==> config.mk <==
export PLATFORM = sky130hd
export DESIGN_NAME = mul_div_unit
export DESIGN_NICKNAME = d
export VERILOG_FILES = /design/src/rtl/mul_div_unit_pkg.sv /design/src/rtl/md_datapath.sv /design/src/rtl/mul_div_unit.sv
export SDC_FILE = /design/constraint.sdc
export NUM_CORES = 1
export LEC_CHECK = 0
export CORE_MARGIN = 2
export CORE_UTILIZATION = 45
export DETAILED_ROUTE_END_ITERATION = 8
export GPL_TIMING_DRIVEN = 1
export HOLD_SLACK_MARGIN = 0.1
export SETUP_SLACK_MARGIN = 0.05
export SYNTH_ARGS = -nofsm -noshare
export SYNTH_HDL_FRONTEND = slang
export SYNTH_SLANG_ARGS = --single-unit
==> constraint.sdc <==
create_clock -name clk -period 5.2 [get_ports clk]
set_input_delay 1.3 -clock clk [delete_from_list [all_inputs] [get_ports clk]]
set_output_delay 1.3 -clock clk [all_outputs]
set_load 0.02 [all_outputs]
==> src/rtl/mul_div_unit_pkg.sv <==
// Shared op codes and FSM encoding for the multiply/divide unit.
package mul_div_unit_pkg;

    localparam logic [2:0] MD_OP_MULT  = 3'b000;
    localparam logic [2:0] MD_OP_MULTU = 3'b001;
    localparam logic [2:0] MD_OP_DIV   = 3'b010;
    localparam logic [2:0] MD_OP_DIVU  = 3'b011;
    localparam logic [2:0] MD_OP_MTHI  = 3'b100;
    localparam logic [2:0] MD_OP_MTLO  = 3'b101;

    typedef enum logic [1:0] {
        IDLE = 2'd0,
        CALC = 2'd1,
        FIX  = 2'd2
    } md_state_e;

endpackage

==> src/rtl/md_datapath.sv <==
// Iterative shift-add multiply / restoring divide over unsigned magnitudes.
module md_datapath #(
    parameter int WIDTH = 32
) (
    input  logic             clk,
    input  logic             rst,
    input  logic             load_i,
    input  logic             step_i,
    input  logic             is_div_i,
    input  logic [WIDTH-1:0] a_mag_i,
    input  logic [WIDTH-1:0] b_mag_i,
    output logic [WIDTH-1:0] hi_o,
    output logic [WIDTH-1:0] lo_o
);

    logic [WIDTH-1:0] r_q, r_d;
    logic [WIDTH-1:0] q_q, q_d;
    logic [WIDTH-1:0] m_q, m_d;
    logic [WIDTH:0]   sum;
    logic [WIDTH:0]   shl;
    logic [WIDTH:0]   diff;

    // r holds product-high / remainder, q holds product-low / quotient
    always_comb begin
        r_d  = r_q;
        q_d  = q_q;
        m_d  = m_q;
        sum  = {1'b0, r_q} + (q_q[0] ? {1'b0, m_q} : '0);
        shl  = {r_q, q_q[WIDTH-1]};
        diff = shl - {1'b0, m_q};
        if (load_i) begin
            r_d = '0;
            m_d = is_div_i ? b_mag_i : a_mag_i;
            q_d = is_div_i ? a_mag_i : b_mag_i;
        end else if (step_i) begin
            if (is_div_i) begin
                if (!diff[WIDTH]) begin
                    r_d = diff[WIDTH-1:0];
                    q_d = {q_q[WIDTH-2:0], 1'b1};
                end else begin
                    r_d = shl[WIDTH-1:0];
                    q_d = {q_q[WIDTH-2:0], 1'b0};
                end
            end else begin
                r_d = sum[WIDTH:1];
                q_d = {sum[0], q_q[WIDTH-1:1]};
            end
        end
    end

    always_ff @(posedge clk) begin
        if (rst) begin
            r_q <= '0;
            q_q <= '0;
            m_q <= '0;
        end else begin
            r_q <= r_d;
            q_q <= q_d;
            m_q <= m_d;
        end
    end

    assign hi_o = r_q;
    assign lo_o = q_q;

endmodule

==> src/rtl/mul_div_unit.sv <==
// MIPS multi-cycle multiply/divide unit owning the HI/LO registers.
module mul_div_unit
    import mul_div_unit_pkg::*;
#(
    parameter int WIDTH = 32,
    parameter int CNT_W = 6
) (
    input  logic             clk,
    input  logic             rst,
    input  logic             start,
    input  logic [2:0]       MDOperation,
    input  logic [WIDTH-1:0] a,
    input  logic [WIDTH-1:0] b,
    output logic             busy,
    output logic             done,
    output logic [WIDTH-1:0] hi,
    output logic [WIDTH-1:0] lo
);

    md_state_e        state_q, state_d;
    logic [CNT_W-1:0] cnt_q, cnt_d;
    logic             is_div_q, is_div_d;
    logic             neg_q, neg_d;
    logic             negr_q, negr_d;
    logic             dbz_q, dbz_d;
    logic [WIDTH-1:0] araw_q, araw_d;
    logic [WIDTH-1:0] hi_q, hi_d;
    logic [WIDTH-1:0] lo_q, lo_d;
    logic             done_q, done_d;

    logic             accept;
    logic             op_sgn;
    logic             a_neg, b_neg;
    logic [WIDTH-1:0] a_mag, b_mag;
    logic [WIDTH-1:0] dp_hi, dp_lo;
    logic [2*WIDTH-1:0] prod, prod_s;
    logic [WIDTH-1:0] quo_s, rem_s;

    assign accept = start && (state_q == IDLE) && !MDOperation[2];
    assign op_sgn = !MDOperation[0];
    assign a_neg  = op_sgn && a[WIDTH-1];
    assign b_neg  = op_sgn && b[WIDTH-1];
    // 0x80.. negates to itself, which is the correct unsigned magnitude
    assign a_mag  = a_neg ? -a : a;
    assign b_mag  = b_neg ? -b : b;

    md_datapath #(.WIDTH(WIDTH)) u_dp (
        .clk     (clk),
        .rst     (rst),
        .load_i  (accept),
        .step_i  (state_q == CALC),
        .is_div_i(accept ? MDOperation[1] : is_div_q),
        .a_mag_i (a_mag),
        .b_mag_i (b_mag),
        .hi_o    (dp_hi),
        .lo_o    (dp_lo)
    );

    assign prod   = {dp_hi, dp_lo};
    assign prod_s = neg_q ? -prod : prod;
    assign quo_s  = neg_q ? -dp_lo : dp_lo;
    assign rem_s  = negr_q ? -dp_hi : dp_hi;

    always_comb begin
        state_d  = state_q;
        cnt_d    = cnt_q;
        is_div_d = is_div_q;
        neg_d    = neg_q;
        negr_d   = negr_q;
        dbz_d    = dbz_q;
        araw_d   = araw_q;
        hi_d     = hi_q;
        lo_d     = lo_q;
        done_d   = 1'b0;
        unique case (state_q)
            IDLE: begin
                if (start) begin
                    unique case (MDOperation)
                        MD_OP_MULT, MD_OP_MULTU,
                        MD_OP_DIV, MD_OP_DIVU: begin
                            state_d  = CALC;
                            cnt_d    = '0;
                            is_div_d = MDOperation[1];
                            neg_d    = a_neg ^ b_neg;
                            negr_d   = a_neg;
                            dbz_d    = (b == '0);
                            araw_d   = a;
                        end
                        MD_OP_MTHI: hi_d = a;
                        MD_OP_MTLO: lo_d = a;
                        default: ;
                    endcase
                end
            end
            CALC: begin
                cnt_d = cnt_q + 1'b1;
                if (cnt_q == CNT_W'(WIDTH - 1)) begin
                    state_d = FIX;
                end
            end
            FIX: begin
                state_d = IDLE;
                done_d  = 1'b1;
                if (!is_div_q) begin
                    hi_d = prod_s[2*WIDTH-1:WIDTH];
                    lo_d = prod_s[WIDTH-1:0];
                end else if (dbz_q) begin
                    hi_d = araw_q;
                    lo_d = '1;
                end else begin
                    hi_d = rem_s;
                    lo_d = quo_s;
                end
            end
            default: state_d = IDLE;
        endcase
    end

    always_ff @(posedge clk) begin
        if (rst) begin
            state_q  <= IDLE;
            cnt_q    <= '0;
            is_div_q <= 1'b0;
            neg_q    <= 1'b0;
            negr_q   <= 1'b0;
            dbz_q    <= 1'b0;
            araw_q   <= '0;
            hi_q     <= '0;
            lo_q     <= '0;
            done_q   <= 1'b0;
        end else begin
            state_q  <= state_d;
            cnt_q    <= cnt_d;
            is_div_q <= is_div_d;
            neg_q    <= neg_d;
            negr_q   <= negr_d;
            dbz_q    <= dbz_d;
            araw_q   <= araw_d;
            hi_q     <= hi_d;
            lo_q     <= lo_d;
            done_q   <= done_d;
        end
    end

    assign busy = (state_q != IDLE);
    assign done = done_q;
    assign hi   = hi_q;
    assign lo   = lo_q;

endmodule

# Word level (Yosys, flattened, before mapping)
# Index checks and enable logic that the tools add are counted.
[totals]
reg_bits = 205
latch_bits = 0
mem_bits_rw = 0
mem_bits_ro = 0
out_inout_bits = 66
wordCells = 88
mem_count = 0
[op_classes]
addsub = 8
mul = 0
div = 0
n_lt_le_gt_ge = 0
eq_ne = 13
n_shift = 0
n_mux = 33
bitwise_logic = 1
n_reduce_logical = 20
[op_table]
columns = ["op", "n"]
rows = [
  ["two-way mux 32 bit", 20],
  ["negator 32 bit", 4],
  ["one-hot mux 32 bit (2 select lines)", 2],
  ["two-way mux 64 bit", 1],
  ["negator 64 bit", 1],
  ["adder 32 x 33 -> 33 bit", 1],
  ["subtractor 33 x 32 -> 33 bit", 1],
  ["logical NOT 32 bit", 1],
  ["AND reduction 3 bit", 5],
  ["two-way mux 6 bit", 2],
  ["one-hot mux 6 bit (2 select lines)", 1],
  ["nonzero test 2 bit", 4],
  ["adder 6 x 1 -> 6 bit (second input constant)", 1],
  ["equality test 3 x 2 -> 1 bit (second input constant)", 2],
  ["equality test 3 bit (second input constant)", 2],
  ["equality test 6 x 5 -> 1 bit (second input constant)", 1],
  ["two-way mux 2 bit", 3],
  ["!= test 2 x 1 -> 1 bit (second input constant)", 3],
  ["logical AND 1 bit", 4],
  ["!= test 2 bit (second input constant)", 2],
  ["one-hot mux 2 bit (2 select lines)", 1],
  ["OR reduction 4 bit", 1],
  ["equality test 3 x 1 -> 1 bit (second input constant)", 1],
  ["logical NOT 3 bit", 1],
  ["7 further kinds", 10],
]

# Logic depth before layout (Yosys ltp)
[logic_depth]
depth_word = 7
mapped_depth = 14
depth_no_buf = 12

# By module
# A second synthesis with hierarchy kept.
[hier_totals]
cells_unflattened = 2318
area_unflattened_um2 = 17362.9
[modules_own_cells]
columns = ["module", "instances", "cells_each", "area_each_um2"]
rows = [
  ["mul_div_unit", 1, 1241, 8799.7],
  ["md_datapath", 1, 1077, 8563.2],
]

# Worst setup path before layout
# Ideal clock, no wire load.
[synth_timing]
path_type = "input-to-reg"
start = "input a[0]"
end = "register u_dp.q_q[29] (netlist: u_dp.lo_o[29])"
setup_ns = 0.128
t_arrival_ns = 3.601
required_time_ns = 5.072
slack_ns = 1.472
cell_stages = 9
n_path_buf = 0
cell_sequence = "or4_1 -> or4_1 -> and3b_1 -> nor3b_1 -> a21oi_1 -> xnor2_1 -> a21oi_1 -> o221ai_1 -> nor2_1"
[synth_via]
elab_chain_cells = 4
[synth_rtl]
columns = ["item", "line", "text"]
rows = [
  ["start: declaration", "mul_div_unit.sv:12", "input logic [WIDTH-1:0] a,"],
  ["negator 32 bit", "mul_div_unit.sv:44", "assign a_mag = a_neg ? -a : a;"],
  ["two-way mux 32 bit", "mul_div_unit.sv:44", ""],
  ["two-way mux 32 bit", "md_datapath.sv:34", "q_d = is_div_i ? a_mag_i : b_mag_i;"],
  ["two-way mux 32 bit", "md_datapath.sv:31", "if (load_i) begin"],
  ["end signal: assignment", "md_datapath.sv:58", "q_q <= q_d;"],
  ["end: declaration", "md_datapath.sv:17", "logic [WIDTH-1:0] q_q, q_d;"],
]
# No other way between the ends.
# A chain may end at the register's enable or synchronous reset.

# Worst setup path after layout
[layout_timing]
start = "input a[16]"
end = "register u_dp.q_q[29] (netlist: u_dp.lo_o[29])"
# Same word-level chain as after synthesis.

==> flow_summary.json <==
{
  "status": "finished, final reports clean",
  "critical_path_class": "input pin to register",
  "synth_area_um2": 16700,
  "required_ps": 5630,
  "cp.arrival_ps": 4760,
  "htree_levels": 1,
  "setup_viol": 0,
  "finalCritPeriodShare_pct": 83.2,
  "period_needed_ps": 4330,
  "root_buffer": "clkbuf_16",
  "synth_seq_cells": 205,
  "fin_setup_tns_ps": 0,
  "synth_area_leaders": "dfxtp_1 (25%), a21oi_1 (7.9%), nand2_1 (7.1%), xnor2_1 (6.6%), nor2_1 (5.3%)",
  "fp.coreArea_um2": 36600,
  "seq_area_frac_synth_pct": 24.5,
  "cts_hold_buf": 0,
  "crit_chain": "clkdlybuf4s50_1 > or4_1 > nor4_1 > nand2b_1 > nor3b_1 > a21oi_1 > xnor2_1 > a21oi_1 > o221ai_1 > nor2_1",
  "antenna_found_initial": 1,
  "antenna_left": 0,
  "io_buffers": 135,
  "wl_per_cell_um": 23.6,
  "drcViolationCount": 0,
  "syn-num-nets": 2483,
  "register_area_um2": 4110,
  "syn_inst": 2342,
  "async_reset_ff_share_pct": 0,
  "powerDensity_nw_per_um2": 266,
  "slowest_stage": "or4_1",
  "fp.dieH_um": 197,
  "gp_congestion": 0.998,
  "grt.total_usage_pct": 34.3,
  "cts_buffers": 26,
  "rsz0062_at_grt": "no",
  "cts_tree": "done",
  "cts_resized": 0,
  "clk_pin_slew_ps": 60,
  "worst_pin_slew_ps": 1390,
  "initialDrtViolationCount": 1818,
  "synth.distinct_cells": 74,
  "irDropWorstVdd_mv": 0.252,
  "synth_area_leader_cell": "dfxtp_1",
  "slew_headroom_pct": 6.70,
  "area_delta_synth_final_pct": 15.6,
  "wirelength_um": 67900,
  "synth_top_area_share_pct": 24.5,
  "maxCapViolations": 0,
  "maxSlewViolCount": 0,
  "yosys-top-cells-count": "nand2_1 (318), a21oi_1 (264), nor2_1 (236)",
  "initial_utilization_pct": 45.7,
  "holdCritPathClass": "register to register",
  "leakagePower_nw": 7.36,
  "yosysMostFrequentCell": "nand2_1",
  "die_w_um": 197,
  "first_pass_iters": 6,
  "crit_fanout": 4,
  "nNetsFinal": 2529,
  "drive_above_1_share_pct": 6.48,
  "first_global_vias": 16862,
  "via_per_inst": 6.24,
  "synthFlopType": "dfxtp_1",
  "die-area_um2": 38800,
  "cpMostUsedCell": "a21oi_1",
  "grt_pass1_wl_um": 102000,
  "crit_path_end_kind": "register",
  "utilization_pct": 52.9,
  "nFillCells": 3701,
  "rows": 70,
  "dp_hpwl_um": 51100,
  "vias": 17962,
  "grt_max_degree": 95,
  "ios": 136,
  "cp_slowest_stage_delay_ps": 790,
  "crit_path_start_kind": "input pin",
  "cts.sinks": 205,
  "clock_latency_ps": 580,
  "clock_path_buffers": 3,
  "max_freq_mhz": 231,
  "cts_setup_buffers": 0,
  "synth_edf_count": 0,
  "hold_violations": 0,
  "avgSynthCellArea_um2": 7.15,
  "multi_input_area_um2": 11700,
  "yosysWarnings": 0,
  "gr-total-overflow": 0,
  "fin_skew_ps": 18.7
}
==> state kept, by name (all words and copies together) (netlist names) <==
name	cells
araw_q	32
hi	32
lo	32
u_dp.hi_o	32
u_dp.lo_o	32
u_dp.m_q	32
cnt_q	6
state_q	2
dbz_q	1
done	1
is_div_q	1
neg_q	1
negr_q	1
==> report_power, final <==
part           internal, W  switching (W)
registers          0.00164       0.000121
clock network      0.00106       0.000787
logic             0.000598       0.000949
total              0.00330        0.00186
==> through the flow <==
| step | instance area, um^2 | cells | hold WS [ps] | setup WS [ps] | total power, W |
|---|---|---|---|---|---|
| 6_report | 19400 | 2877 | 452 | 874 | 0.00516 |
| 5_1_grt | 19400 | 2876 | 467 | 722 | 0.00538 |
| 4_1_cts | 19400 | 2876 | 454 | 1040 | 0.00515 |
| 3_5_place_dp | 18500 | 2828 | 441 | 441 | 0.00330 |
| 3_3_place_gp | 18500 | 2828 | 435 | 478 | 0.00330 |
| 2_1_floorplan | 16700 | 2342 | 432 | 1470 | 0.00280 |
==> per-layer routing <==
metal / part of all wire, % / wire length, um / up-vias / GRT usage (%)
li1: - / - / 8474 / -
met1: 43 / 29100 / 8619 / 46.3
met2: 46 / 30900 / 749 / 55.7
met3: 7.8 / 5270 / 120 / 5.25
met4: 3.8 / 2600 / 0 / 12.2
met5: 0 / 0 / - / 0
==> logic make-up after synthesis <==
kind of cell	count (synthesis)	synth area share (%)
buf+inv	247	5.57
xor+xnor	204	10.7
fa+ha+maj	71	5.40
compound gates	751	28.0
flops	205	24.5
simple gates	793	21.6
mux	71	4.32
==> cell usage in the layout, fill, tap and decap left out, types with 21 or more instances in the layout <==
cell type,instances
a21oi_1,264
nand2_1,318
or4_1,21
ha_1,69
or3_1,24
o21ai_0,163
a211oi_1,54
xnor2_1,126
nand3_1,28
o221ai_1,32
nor2_1,234
a21o_1,33
o31ai_1,27
nor3_1,39
clkbuf_16,26
clkdlybuf4s50_1,133
o211ai_1,56
nand2b_1,22
dfxtp_1,203
xor2_1,78
mux2i_1,61
buf_4,63
inv_1,65
==> critical path, delay by kind of cell <==
kind	cells	cell delay (ps)
AND/OR/NAND/NOR	5	2170
AO/OA/AOI/OAI	3	480
buffers and inverters	1	560
XOR/XNOR	1	230
==> final timing paths <==
| path | cells past startpoint | endpoint | startpoint | slack (ps) |
|---|---|---|---|---|
| max | 10 | u_dp.lo_o[29] | a[16] | 870 |
| min | 2 | u_dp.m_q[5] | u_dp.m_q[5] | 450 |
| max reg2reg | 14 | u_dp.hi_o[29] | u_dp.lo_o[0] | 1000 |
| min reg2reg | 2 | u_dp.m_q[5] | u_dp.m_q[5] | 450 |
==> layout make-up <==
cell class                      instances  share of cell area (%)
Multi-Input combinational cell       1890                    60.6
Sequential cell                       205                    21.2
Timing Repair Buffer                  197                    9.34
Clock buffer                           34                    3.83
Tap cell                              468                    3.02
Inverter                               68                    1.32
Clock inverter                         14                   0.672
Antenna cell                            1                  0.0129
Power figures use the tool's default switching activity.
==> RTL edit, RTL diff (same flow settings) <==
`WIDTH` is set to 32 in 2 places; all go to 40.
--- a/src/rtl/md_datapath.sv
+++ b/src/rtl/md_datapath.sv
@@ -2,3 +2,3 @@
 module md_datapath #(
-    parameter int WIDTH = 32
+    parameter int WIDTH = 40
 ) (
--- a/src/rtl/mul_div_unit.sv
+++ b/src/rtl/mul_div_unit.sv
@@ -4,3 +4,3 @@
 #(
-    parameter int WIDTH = 32,
+    parameter int WIDTH = 40,
     parameter int CNT_W = 6
Ports: changed (resized a, b, hi and lo); port bits go from 136 to 168. No check against the original RTL was run, so the function may have changed too.
==> RTL edit against the unedited design <==
  * Register-to-register slack lost 0.10 ns
  * Wire length rose by 32%
  * Cell count increased by 24%
  * Total power increased by 35%
  * Die area rose by 24%
  * Final area rose by 25%
  * Global-route usage increased by 2.2 points
  * Sequential cell count rose by 48
  * Sequential power increased by 25%
  * Area after synthesis grew 24%
  * Hold slack got worse by 0.0057 ns
  * Setup slack got worse by 0.27 ns
==> RTL edit: results (changes against the unedited design) <==
metric	value	unit	change
startpoint	a[20]		
firstDrtPassIters	8		+2
viasPerCell	6.33		+1.4%
grt_pass1_wl	133000	µm	+30%
final_cells	3580		+24%
r2r-start	u_dp.lo_o[39]$_SDFFE_PP0P_		
status	completed		
cts_made_buffers	31		+19%
wl_met1	37700	µm	+30%
synthDistinctLibCells	84		+14%
place_inst	3524		+25%
synth.area.top_cells	dfxtp_1 (24%), a21oi_1 (7.7%), xnor2_1 (7.1%)		
grt_use_met2	0.580		+0.0231
worstMarginPinSlew	1.21	ns	-0.183 ns
grt.total_usage	0.365		+0.0220
worstPathArrival	5.05	ns	+0.29 ns
peakVddDrop	0.296	mV	+18%
n_antenna_cell	0		-1
wl_met2	40100	µm	+30%
grt_max_degree	136		+43%
grt.met1_usage	0.487		+0.0240
wl	89800	µm	+32%
numPortBuffers	167		+24%
p_leak	8.78	nW	+19%
fillCellCount	4585		+24%
top_layer	met5		
gr-usage-met3	0.0574		+0.00485
met3_length	7390	µm	+40%
worstSkewPairLatency	0.61	ns	+0.03 ns
-- RTL edit: changes by cell type in the layout (fill, tap and decap cells not counted), sizes merged, moves of 17 or more --
| cell | unedited run | this run |
|---|---|---|
| a21oi | 264 | 320 |
| buf | 64 | 93 |
| clkdlybuf4s50 | 133 | 165 |
| dfxtp | 205 | 253 |
| inv | 66 | 89 |
| nand2 | 319 | 375 |
| nor2 | 236 | 285 |
| nor3 | 39 | 82 |
| o21ai | 164 | 194 |
| o221ai | 32 | 49 |
| xnor2 | 126 | 168 |
-- RTL edit: cell type report --
class,instances,area [µm²],area share
Multi-Input combinational cell,2325,14500,0.602
Sequential cell,253,5070,0.210
Clock buffer,47,906,0.0376
Timing Repair Buffer,258,2380,0.0985
Clock inverter,9,165,0.00685
Inverter,88,330,0.0137
Tap cell,600,751,0.0311
-- RTL edit: through the flow --
stage                      util  setup slack (ns)  hold WS [ns]  area, µm²
final                     0.530             0.606         0.446      24100
after global routing      0.530             0.575         0.464      24100
after CTS                 0.530             0.849         0.452      24100
after detailed placement  0.507             0.210         0.439      23000
after global placement    0.507             0.180         0.429      23000
after floorplan               -              1.25         0.432      20800
-- RTL edit: final timing paths --
kind / to / depth (start not counted) / slack, ns
worst max-delay path: u_dp.lo_o[37]$_SDFFE_PP0P_ / 10 / 0.61
worst min-delay path: hi[39]$_SDFFE_PP0P_ / 2 / 0.45
worst max register to register: u_dp.hi_o[6]$_SDFFE_PP0P_ / 16 / 0.90
worst min register to register: hi[39]$_SDFFE_PP0P_ / 2 / 0.45
-- RTL edit: cells by family after synthesis --
family / after synthesis
AOI/OAI and AO/OA: 938
DFF: 253
muxes: 80
adders and majority gates: 87
xor gates and xnor gates: 251
buffers and inverters: 326
and+or+nand+nor: 969
